## src/rtl/time_keeper.sv

```systemverilog
// Time-of-day clock with hh:mm edit FSM and single alarm; optional alarm
// auto-silence after 60 ticks when ALARM_TIMEOUT_EN is defined.
module time_keeper #(
  parameter int CLK_FREQ = 100_000_000
) (
  input  logic        clk,
  input  logic        reset,
  input  logic        mode_btn,
  input  logic        inc_btn,
  input  logic        alarm_en,
  input  logic        alarm_ack,
  output logic [16:0] disp_time,
  output logic [1:0]  edit_sel,
  output logic        alarm_view,
  output logic        alarm
);

  localparam int PW = (CLK_FREQ > 1) ? $clog2(CLK_FREQ) : 1;
  localparam logic [PW-1:0] PRESC_TC = PW'(CLK_FREQ - 1);

  localparam logic [2:0] RUN    = 3'd0;
  localparam logic [2:0] SET_HH = 3'd1;
  localparam logic [2:0] SET_MM = 3'd2;
  localparam logic [2:0] ALM_HH = 3'd3;
  localparam logic [2:0] ALM_MM = 3'd4;

  logic [2:0]    state_q, state_d;
  logic [PW-1:0] presc_q, presc_d;
  logic [4:0]    hh_q, hh_d, ahh_q, ahh_d;
  logic [5:0]    mm_q, mm_d, ss_q, ss_d, amm_q, amm_d;
  logic [16:0]   disp_q, disp_d;
  logic          alarm_q, alarm_d;
  logic          setting, tick, leave_set_mm, trigger;
`ifdef ALARM_TIMEOUT_EN
  logic [5:0]    to_q, to_d;
`endif

  function automatic logic [4:0] inc_mod24(input logic [4:0] v);
    return (v == 5'd23) ? 5'd0 : v + 5'd1;
  endfunction

  function automatic logic [5:0] inc_mod60(input logic [5:0] v);
    return (v == 6'd59) ? 6'd0 : v + 6'd1;
  endfunction

  always_comb begin
    state_d = state_q;
    if (mode_btn) begin
      case (state_q)
        RUN:     state_d = SET_HH;
        SET_HH:  state_d = SET_MM;
        SET_MM:  state_d = ALM_HH;
        ALM_HH:  state_d = ALM_MM;
        default: state_d = RUN;
      endcase
    end

    setting      = (state_q == SET_HH) || (state_q == SET_MM);
    tick         = !setting && (presc_q == PRESC_TC);
    leave_set_mm = mode_btn && (state_q == SET_MM);

    if ((state_d == SET_HH) || (state_d == SET_MM) || leave_set_mm || tick)
      presc_d = '0;
    else
      presc_d = presc_q + 1'b1;

    hh_d  = hh_q;
    mm_d  = mm_q;
    ss_d  = ss_q;
    ahh_d = ahh_q;
    amm_d = amm_q;
    if (tick) begin
      ss_d = inc_mod60(ss_q);
      if (ss_q == 6'd59) begin
        mm_d = inc_mod60(mm_q);
        if (mm_q == 6'd59) hh_d = inc_mod24(hh_q);
      end
    end
    // A simultaneous mode press wins; the increment is dropped.
    if (inc_btn && !mode_btn) begin
      case (state_q)
        SET_HH:  hh_d  = inc_mod24(hh_q);
        SET_MM:  mm_d  = inc_mod60(mm_q);
        ALM_HH:  ahh_d = inc_mod24(ahh_q);
        ALM_MM:  amm_d = inc_mod60(amm_q);
        default: ;
      endcase
    end
    if (leave_set_mm) ss_d = 6'd0;

    trigger = (state_q == RUN) && alarm_en && tick &&
              ({hh_d, mm_d, ss_d} == {ahh_q, amm_q, 6'd0});

    alarm_d = alarm_q;
`ifdef ALARM_TIMEOUT_EN
    to_d = to_q;
    if (trigger) to_d = 6'd0;
    else if (alarm_q && tick) to_d = to_q + 6'd1;
`endif
    if (trigger)
      alarm_d = 1'b1;
    else if (alarm_ack || !alarm_en)
      alarm_d = 1'b0;
`ifdef ALARM_TIMEOUT_EN
    else if (alarm_q && tick && (to_q == 6'd59))
      alarm_d = 1'b0;
`endif

    if ((state_d == ALM_HH) || (state_d == ALM_MM))
      disp_d = {ahh_d, amm_d, 6'd0};
    else
      disp_d = {hh_d, mm_d, ss_d};
  end

  always_ff @(posedge clk) begin
    if (reset) begin
      state_q <= RUN;
      presc_q <= '0;
      hh_q    <= '0;
      mm_q    <= '0;
      ss_q    <= '0;
      ahh_q   <= '0;
      amm_q   <= '0;
      disp_q  <= '0;
      alarm_q <= 1'b0;
`ifdef ALARM_TIMEOUT_EN
      to_q    <= '0;
`endif
    end else begin
      state_q <= state_d;
      presc_q <= presc_d;
      hh_q    <= hh_d;
      mm_q    <= mm_d;
      ss_q    <= ss_d;
      ahh_q   <= ahh_d;
      amm_q   <= amm_d;
      disp_q  <= disp_d;
      alarm_q <= alarm_d;
`ifdef ALARM_TIMEOUT_EN
      to_q    <= to_d;
`endif
    end
  end

  assign disp_time  = disp_q;
  assign alarm      = alarm_q;
  assign alarm_view = (state_q == ALM_HH) || (state_q == ALM_MM);
  assign edit_sel   = ((state_q == SET_HH) || (state_q == ALM_HH)) ? 2'b01 :
                      ((state_q == SET_MM) || (state_q == ALM_MM)) ? 2'b10 : 2'b00;

endmodule

```

## config.mk

```make
export PLATFORM = sky130hd
export DESIGN_NAME = time_keeper
export DESIGN_NICKNAME = d
export VERILOG_FILES = /design/src/rtl/time_keeper.sv
export SDC_FILE = /design/constraint.sdc
export NUM_CORES = 1
export LEC_CHECK = 0
export BUFFER_PORTS_ARGS = -buffer_cell sky130_fd_sc_hd__buf_2
export CAP_MARGIN = 20
export CORE_MARGIN = 5
export CORE_UTILIZATION = 50
export DETAILED_ROUTE_END_ITERATION = 8
export PLACE_DENSITY = 0.65
export SLEW_MARGIN = 20
export SYNTH_ARGS = -nofsm -noshare
export SYNTH_HDL_FRONTEND = slang
export SYNTH_SLANG_ARGS = --single-unit
```

## constraint.sdc

```tcl
create_clock -name clk -period 2.9 [get_ports clk]
set_input_delay 0.58 -clock clk [delete_from_list [all_inputs] [get_ports clk]]
set_output_delay 0.58 -clock clk [all_outputs]
set_load 0.02 [all_outputs]
```

==> out/metrics.cfg, run 1 <==
[routing]
viasPerCell = 5.71
dr.pass1.iters = 5
routed_wl_um = 9350
drt_iter0_drc = 166
ant_nets = 0
vias = 3574
drc = 0
avgRoutedWirePerCell_um = 14.9

[finish]
area.sequential_um2 = 1520
n_antenna_cell = 0
final_nets = 532
drive_gt1_frac = 0.141
fillers = 756
final_cell_mix = nor2_1 (85), dfxtp_1 (76), nand2_1 (33), buf_2 (26), a21oi_1 (23)
final_common_cell = nor2_1
final_area_um2 = 4500
area_growth_pct = 11.0
multi_input_area_um2 = 2360

[sta]
tns_ns = 0
fin_crit_ns = 2.62
worst_pin_slew_ns = 0.560
max_freq_mhz = 382
setup_viol = 0
hold_viol = 0
layout_worst_path_cycle_share = 0.903
grt_setup_unrepaired = no
relSlewSlack = 0.627
slew_viol_final = 0
clock_skew_ns = 0.0102

[worst_setup_path]
cp_max_fo = 12
required_ns = 3.15
r2r_setup_slack_ns = 0.28
reg2reg_depth = 10
critPathKind = register to register
crit_arrival_ns = 2.86
r2r_end = alarm
cp-start-kind = register
startpoint = presc_q[0]
critPathCaptureType = register
endpoint = alarm
rr_startpoint = presc_q[0]

[global_route]
grt_max_degree = 43
grt_usage = 0.194
first_global_vias = 3263
gr-total-overflow = 0
grt_pass1_wl_um = 15900
antenna_found_initial = 0

[pwr]
peakVddDrop_uv = 274
power_density_nw_per_um2 = 453
p_leak_nw = 1.72
finalPower_mw = 2.04

[die]
core_area_um2 = 7810
dieArea_um2 = 10000
num_rows = 32
io_pins = 27
start_util = 0.519
die_x_um = 100
dieHeight_um = 100

[clocking]
path_clk_slew_ns = 0.08
root_buffer = clkbuf_8
cts.path.max_buffers = 2
cts_tree = built
cts.sinks = 76
cts-buffers-inserted = 9
hold_buffers = 0
worstSkewPairLatency_ns = 0.35
htreeDepth = 3

[outcome]
outcome = finished clean

[yosys]
synth_fp_nets = 507
synth.distinct_cells = 65
ys_seq_area_frac = 0.376
synth_top_area_frac = 0.376
async_flop_share = 0
yosysTopAreaCell = dfxtp_1
yosysWarnings = 0
ys_seq_elements = 76
postSynthAreaPerCell_um2 = 8.18
synthTopCellsByArea = dfxtp_1 (38%), nor2_1 (7.9%), xnor2_1 (3.7%), xor2_1 (3.2%), nand2_1 (3.1%)
synth_flop_cell = dfxtp_1
netlist_area_um2 = 4050
synthCells = 495
synth_edf_count = 0

[worst_hold_path]
min_from = presc_q[0]
min_path_type = register to register

[placed_design]
dp_hpwl_um = 6730
place_congestion = 0.909
placed_area_um2 = 4270
port_buffers = 26

[job]
drv_cap = 0

==> critical path, cell delays in order, from the launching register on <==
cell	delay (ns)
dfxtp_1	0.38
ha_1	0.26
nand4_4	0.16
nor3_1	0.36
nand4_2	0.13
buf_4	0.19
a211o_2	0.34
a221oi_1	0.27
a31oi_1	0.07
and4_1	0.18
a21o_1	0.16
==> through the flow <==
| stage | cells | utilization | hold WS [ns] | worst slack, ns |
|---|---|---|---|---|
| detailed placement | 609 | 0.547 | 0.452 | 0.189 |
| floorplan | 495 | - | 0.430 | 0.476 |
| finish | 626 | 0.576 | 0.466 | 0.282 |
| global route | 626 | 0.576 | 0.516 | 0.118 |
| global placement | 609 | 0.547 | 0.441 | 0.298 |
| CTS | 624 | 0.574 | 0.471 | 0.170 |
==> final cells by class <==
class                      instances  area share
tap                              102      0.0284
clock inverter                     3      0.0100
sequential                        76       0.338
clock buffer                      12      0.0367
timing repair buffer              38      0.0490
inverter                          14      0.0117
multi-input combinational        381       0.526
==> kinds of logic (layout without fill, tap and decap cells) <==
family	count (synthesis)	after routing	share of synthesized area
XOR/XNOR	32	32	0.0692
flip-flops	76	76	0.376
AO/OA/AOI/OAI	88	88	0.151
multiplexers	11	11	0.0272
AND/OR/NAND/NOR	244	244	0.317
adder cells (fa/ha/maj)	6	6	0.0185
buffers and inverters	38	67	0.0414
==> sequential cells by signal, summed over array words and instances (netlist names) <==
register and count:
presc_q 27, disp_time 17, amm_q 6, mm_q 6
ss_q 6, ahh_q 5, hh_q 5, state_q 3
alarm 1
==> cells in the mapped netlist (all sizes together) (12+ instances only) <==
cell type	number
o21ai	12
and3	16
nor3	18
nand3	22
dfxtp	76
nand2	33
inv	14
nor2	85
xor2	15
clkbuf	18
xnor2	17
a21oi	23
==> where the power goes <==
| group | switching (mW) | internal (mW) | total, mW |
|---|---|---|---|
| clock network | 0.388 | 0.464 | 0.851 |
| logic | 0.0811 | 0.0414 | 0.123 |
| registers | 0.00958 | 1.05 | 1.06 |
| total | 0.479 | 1.56 | 2.04 |
==> routing by layer <==
layer,vias to the layer above,GRT usage,share of wire
li1,1788,-,-
met1,1659,0.286,0.51
met2,114,0.278,0.41
met3,13,0.0445,0.068
met4,0,0.0684,0.011
met5,-,0,0
==> worst min path at each step <==
stage / endpoint / cells after the start
after floorplan: presc_q[0] / 1
after global placement: presc_q[0] / 1
after detailed placement: presc_q[0] / 1
final: presc_q[0] / 1
after global routing: presc_q[9] / 2
after CTS: presc_q[0] / 1
==> what timing repair did <==
action	CTS	global route
gates resized for setup	0	1
buffers inserted	0	2
endpoints found under the setup margin	0	1
Note: power is estimated with default switching activity, not from simulation.
==> run 2, diff against run 1 <==
--- a/config.mk
+++ b/config.mk
@@ -11,6 +11,7 @@
 export CORE_UTILIZATION = 50
 export DETAILED_ROUTE_END_ITERATION = 8
 export PLACE_DENSITY = 0.65
+export REMOVE_ABC_BUFFERS = 1
 export SLEW_MARGIN = 20
 export SYNTH_ARGS = -nofsm -noshare
 export SYNTH_HDL_FRONTEND = slang
==> run 2 against run 1 <==
Net effect:
- sequential share of layout area is 0.11 points higher
- utilization is 0.19 points lower
- count of clock-buffer cells in the layout is 1 higher
- clock power is 2% higher
- die area stayed put
- non-clock buffer count is 3 lower
- routed wire length is 0.75% lower
- fmax is 1.2% lower
- cell count is 0.32% lower
- via count is 1.9% lower
- global-route usage is 0.15 points lower
- clock skew is 0.00098 ns lower
==> out/metrics.cfg, run 2 (same netlist as run 1, synthesis figures left out) <==
[routing]
ant_nets = 0  ; unchanged
drt_iter0_drc = 239  ; +44%
wl_met2_um = 3860  ; +1.5%
vias = 3506  ; -1.9%
dr.pass1.iters = 5  ; unchanged
routed_wl_um = 9280  ; -0.75%
drc = 0  ; unchanged
avgRoutedWirePerCell_um = 14.9  ; -0.43%
met3_length_um = 530  ; -17%
wl_met1_um = 4800  ; about the same
highest_layer = met4
viasPerCell = 5.62  ; -1.6%

[global_route]
grt_usage = 0.193  ; -0.00145
gr-total-overflow = 0  ; unchanged
grt_max_degree = 43  ; unchanged
grt_pass1_wl_um = 15700  ; -1.2%
first_global_vias = 3249  ; -0.43%
antenna_found_initial = 0  ; unchanged

[die]
dieHeight_um = 100  ; unchanged
dieArea_um2 = 10000  ; unchanged
start_util = 0.519  ; unchanged
die_x_um = 100  ; unchanged
num_rows = 32  ; unchanged
io_pins = 27  ; unchanged
core_area_um2 = 7810  ; unchanged

[pwr]
p_leak_nw = 1.72  ; -0.31%
power_density_nw_per_um2 = 457  ; +0.98%
peakVddDrop_uv = 252  ; -8.0%

[worst_hold_path]
min_path_type = register to register

[clocking]
worstSkewPairLatency_ns = 0.35  ; about the same
htreeDepth = 3  ; unchanged
cts-buffers-inserted = 9  ; unchanged
hold_buffers = 0  ; unchanged
cts.sinks = 76  ; unchanged
path_clk_slew_ns = 0.08  ; about the same
cts.path.max_buffers = 2  ; unchanged
root_buffer = clkbuf_8
cts_resized = 0  ; unchanged
cts_setup_buffers = 0  ; unchanged
cts_tree = built

[finish]
final_common_cell = nor2_1
final_nets = 529  ; -0.56%
n_antenna_cell = 0  ; unchanged
regMostFlops = presc_q
fillers = 745  ; -1.5%
largest_reg_flops = 27  ; unchanged
drive_gt1_frac = 0.136  ; -0.00521
area_growth_pct = 10.7
final_cell_mix = nor2_1 (85), dfxtp_1 (76), nand2_1 (33), buf_2 (26), a21oi_1 (23)
final_core_util = 0.574  ; -0.00192

[placed_design]
dp_hpwl_um = 6850  ; +1.7%
place_congestion = 0.875  ; -3.7%
port_buffers = 26  ; unchanged
pre_cts_ws_ns = 0.231  ; +0.0418 ns

[sta]
worst_pin_slew_ns = 0.568  ; +0.00766 ns
layout_worst_path_cycle_share = 0.914  ; +0.0110
hold_ws_ns = 0.471  ; +0.00473 ns
max_freq_mhz = 377  ; -1.2%
hold_viol = 0  ; unchanged
slew_viol_final = 0  ; unchanged
fin_crit_ns = 2.65  ; +0.0319 ns
relSlewSlack = 0.618  ; -0.00802
grt_setup_unrepaired = no
setup_ws_ns = 0.250  ; -0.0319 ns
setup_viol = 0  ; unchanged
clock_skew_ns = 0.00920  ; -0.000977 ns
tns_ns = 0  ; unchanged

[worst_setup_path]
cp-start-kind = register
cp_max_fo = 8  ; -4
critPathCaptureType = register
crit_arrival_ns = 2.89  ; +0.03 ns
required_ns = 3.14  ; about the same
critPathKind = register to register

[job]
drv_cap = 0  ; unchanged

[outcome]
outcome = finished clean

==> run 2: cell count changes in the layout (fill, tap and decap cells not counted), sizes merged <==
cell and change:
clkinvlp -1, buf -3, clkinv +1, clkbuf +1
==> run 2: power breakdown <==
part | internal, mW | switching (mW)
clock network | 0.490 | 0.374
logic | 0.0414 | 0.0815
registers | 1.05 | 0.00929
==> run 2: worst paths after layout <==
path / start / to / slack (ns) / depth (start not counted)
worst max-delay path: presc_q[0] / alarm / 0.25 / 9
worst min-delay path: presc_q[0] / presc_q[0] / 0.47 / 1
worst max register to register: presc_q[0] / alarm / 0.25 / 9
worst min register to register: presc_q[0] / presc_q[0] / 0.47 / 1
==> run 2: worst max-delay path, stage by stage (launching register included) <==
cell      delay [ns]
dfxtp_1         0.37
ha_1            0.26
nand4_4         0.16
nor3_1          0.37
nand4_2         0.27
a211o_2         0.40
a221oi_1        0.27
a31oi_1         0.08
and4_1          0.19
a21o_1          0.17
==> run 2: metal layers <==
metal | global-route usage | vias up
met5 | 0 | -
met4 | 0.0497 | 0
met3 | 0.0521 | 8
met2 | 0.271 | 93
met1 | 0.290 | 1616
li1 | - | 1789
==> run 2: final cells by class <==
class                      instances  area [um2]  area share
sequential                        76        1520       0.339
timing repair buffer              35         198      0.0441
clock inverter                     3        42.5     0.00949
inverter                          14        52.6      0.0117
tap                              102         128      0.0285
clock buffer                      13         179      0.0399
multi-input combinational        381        2360       0.527
==> run 2: through the flow <==
step                      cells  power [mW]  cell area (um2)
after floorplan             471        1.16             3940
after global placement      608        1.21             4260
after detailed placement    608        1.21             4260
after CTS                   624        2.08             4480
after global routing        624        2.14             4480
final                       624        2.05             4480
==> run 3, diff against run 2 <==
--- a/config.mk
+++ b/config.mk
@@ -7,6 +7,7 @@
 export LEC_CHECK = 0
 export BUFFER_PORTS_ARGS = -buffer_cell sky130_fd_sc_hd__buf_2
 export CAP_MARGIN = 20
+export CORE_ASPECT_RATIO = 1.5
 export CORE_MARGIN = 5
 export CORE_UTILIZATION = 50
 export DETAILED_ROUTE_END_ITERATION = 8
==> run 3 against run 2 <==
Net effect:
- combinational power grew 4%
- first-iteration DRC count shrank 10%
- sequential share of layout area shrank 0.93 points
- design area grew 2.8%
- cell count grew 1.4%
- critical endpoint unchanged
- largest cell class unchanged
- largest power group is now the clock network
==> out/metrics.cfg, run 3 (same netlist as run 1, synthesis figures left out) <==
[routing]
dr.pass1.iters = 4  ; -1
routed_wl_um = 9890  ; +6.6%
drc = 0  ; unchanged
avgRoutedWirePerCell_um = 15.6  ; +5.1%
viasPerCell = 5.67  ; +0.83%
drt_iter0_drc = 214  ; -10%
ant_nets = 0  ; unchanged
vias = 3586  ; +2.3%

[worst_setup_path]
cp-start-kind = register
required_ns = 3.18  ; +0.04 ns
startpoint = presc_q[0]
crit_arrival_ns = 2.94  ; +0.05 ns
crit_path_max_incr_delay_ns = 0.37  ; -0.03 ns
critPathCaptureType = register
path_common_cell = a21o_1
cp_max_fo = 6  ; -2
r2r_setup_slack_ns = 0.24  ; about the same
r2r_end = alarm
critPathSlowestCell = dfxtp_1
critPathKind = register to register
path_cells = ha_1 > nand4_4 > nor3_1 > nand4_2 > buf_4 > a21o_1 > a22oi_4 > xnor2_1 > nor4_1 > a21o_1
reg2reg_depth = 10  ; +1
rr_startpoint = presc_q[0]

[sta]
worst_pin_slew_ns = 0.538  ; -0.0300 ns
slew_viol_final = 0  ; unchanged
hold_viol = 0  ; unchanged
setup_viol = 0  ; unchanged
layout_worst_path_cycle_share = 0.918  ; +0.00467
clock_skew_ns = 0.00545  ; -0.00375 ns
relSlewSlack = 0.641  ; +0.0229
tns_ns = 0  ; unchanged
grt_setup_unrepaired = no
hold_ws_ns = 0.464  ; -0.00694 ns
fin_crit_ns = 2.66  ; +0.0135 ns
max_freq_mhz = 375  ; -0.51%

[clocking]
path_clk_slew_ns = 0.06  ; -0.02 ns
cts-buffers-inserted = 9  ; unchanged
cts.sinks = 76  ; unchanged
cts_tree = built
worstSkewPairLatency_ns = 0.33  ; -0.02 ns
cts.path.max_buffers = 2  ; unchanged
root_buffer = clkbuf_16
htreeDepth = 3  ; unchanged
hold_buffers = 0  ; unchanged

[placed_design]
place_congestion = 0.917  ; +4.9%
port_buffers = 26  ; unchanged
placed_area_um2 = 4290  ; +0.79%
dp_hpwl_um = 7440  ; +8.7%

[worst_hold_path]
min_from = presc_q[0]
hold_depth = 1  ; unchanged
min_to = presc_q[0]
min_path_type = register to register

[finish]
final_nets = 536  ; +1.3%
final_area_um2 = 4610  ; +2.8%
regMostFlops = presc_q
largest_reg_flops = 27  ; unchanged
final_core_util = 0.579  ; +0.00505
area_growth_pct = 13.8
final_cell_mix = nor2_1 (85), dfxtp_1 (76), nand2_1 (33), buf_2 (26), a21oi_1 (23)
drive_gt1_frac = 0.146  ; +0.00982
n_antenna_cell = 0  ; unchanged
final_common_cell = nor2_1

[pwr]
peakVddDrop_uv = 309  ; +23%
finalPower_mw = 2.27  ; +11%
power_density_nw_per_um2 = 492  ; +7.6%
p_leak_nw = 1.78  ; +3.9%

[outcome]
outcome = finished clean

[die]
die_x_um = 83.5  ; -17%
core_area_um2 = 7960  ; +1.9%
dieArea_um2 = 10000  ; +0.37%
io_pins = 27  ; unchanged
start_util = 0.509  ; -0.00979
num_rows = 40  ; +25%
dieHeight_um = 120  ; +20%

[global_route]
antenna_found_initial = 0  ; unchanged
grt_max_degree = 42  ; -2.3%
first_global_vias = 3434  ; +5.7%
gr-total-overflow = 0  ; unchanged
grt_usage = 0.206  ; +0.0132
grt_pass1_wl_um = 16600  ; +5.9%

[job]
drv_cap = 0  ; unchanged

==> run 3: final cells by class <==
class | instances | area (um2)
Clock buffer | 10 | 239
Clock inverter | 5 | 52.6
Fill cell | 749 | 3350
Inverter | 14 | 52.6
Multi-Input combinational cell | 381 | 2360
Sequential cell | 76 | 1520
Tap cell | 105 | 131
Timing Repair Buffer | 42 | 250
==> run 3: through the flow <==
step	cells	worst slack, ns
after global routing	633	0.0110
after detailed placement	615	0.148
after CTS	630	0.146
final	633	0.237
after floorplan	471	0.486
after global placement	615	0.251
==> run 3: critical path, delay by kind of cell (launching register included) <==
kind,cells,cell delay (ns)
flops,1,0.37
simple gates,4,1.07
compound gates,3,0.56
buf+inv,1,0.23
fa+ha+maj,1,0.26
xor+xnor,1,0.11
==> run 3: worst max-delay path by stage <==
| stage | to | slack, ns | cells past startpoint |
|---|---|---|---|
| after detailed placement | alarm | 0.15 | 9 |
| after CTS | alarm | 0.15 | 9 |
| after floorplan | alarm | 0.49 | 9 |
| final | alarm | 0.24 | 10 |
| after global routing | alarm | 0.01 | 9 |
| after global placement | alarm | 0.25 | 9 |
==> run 3: timing repair <==
| item | 4_1_cts | 5_1_grt |
|---|---|---|
| setup buffers | 0 | 3 |
| resized for setup | 0 | 0 |
| setup endpoints to repair | 0 | 1 |
==> run 3: report_power, final <==
group          total [mW]  switching (mW)  internal, mW
clock network        1.08           0.399         0.679
logic               0.128          0.0848        0.0434
registers            1.06         0.00648          1.05
total                2.27           0.490          1.78
==> run 3: routing by layer <==
layer | track usage | vias to the layer above | routed length, um
met5 | 0 | - | 0
met4 | 0.119 | 0 | 318
met3 | 0.0402 | 27 | 273
met2 | 0.377 | 71 | 5340
met1 | 0.218 | 1681 | 3960
li1 | - | 1807 | -
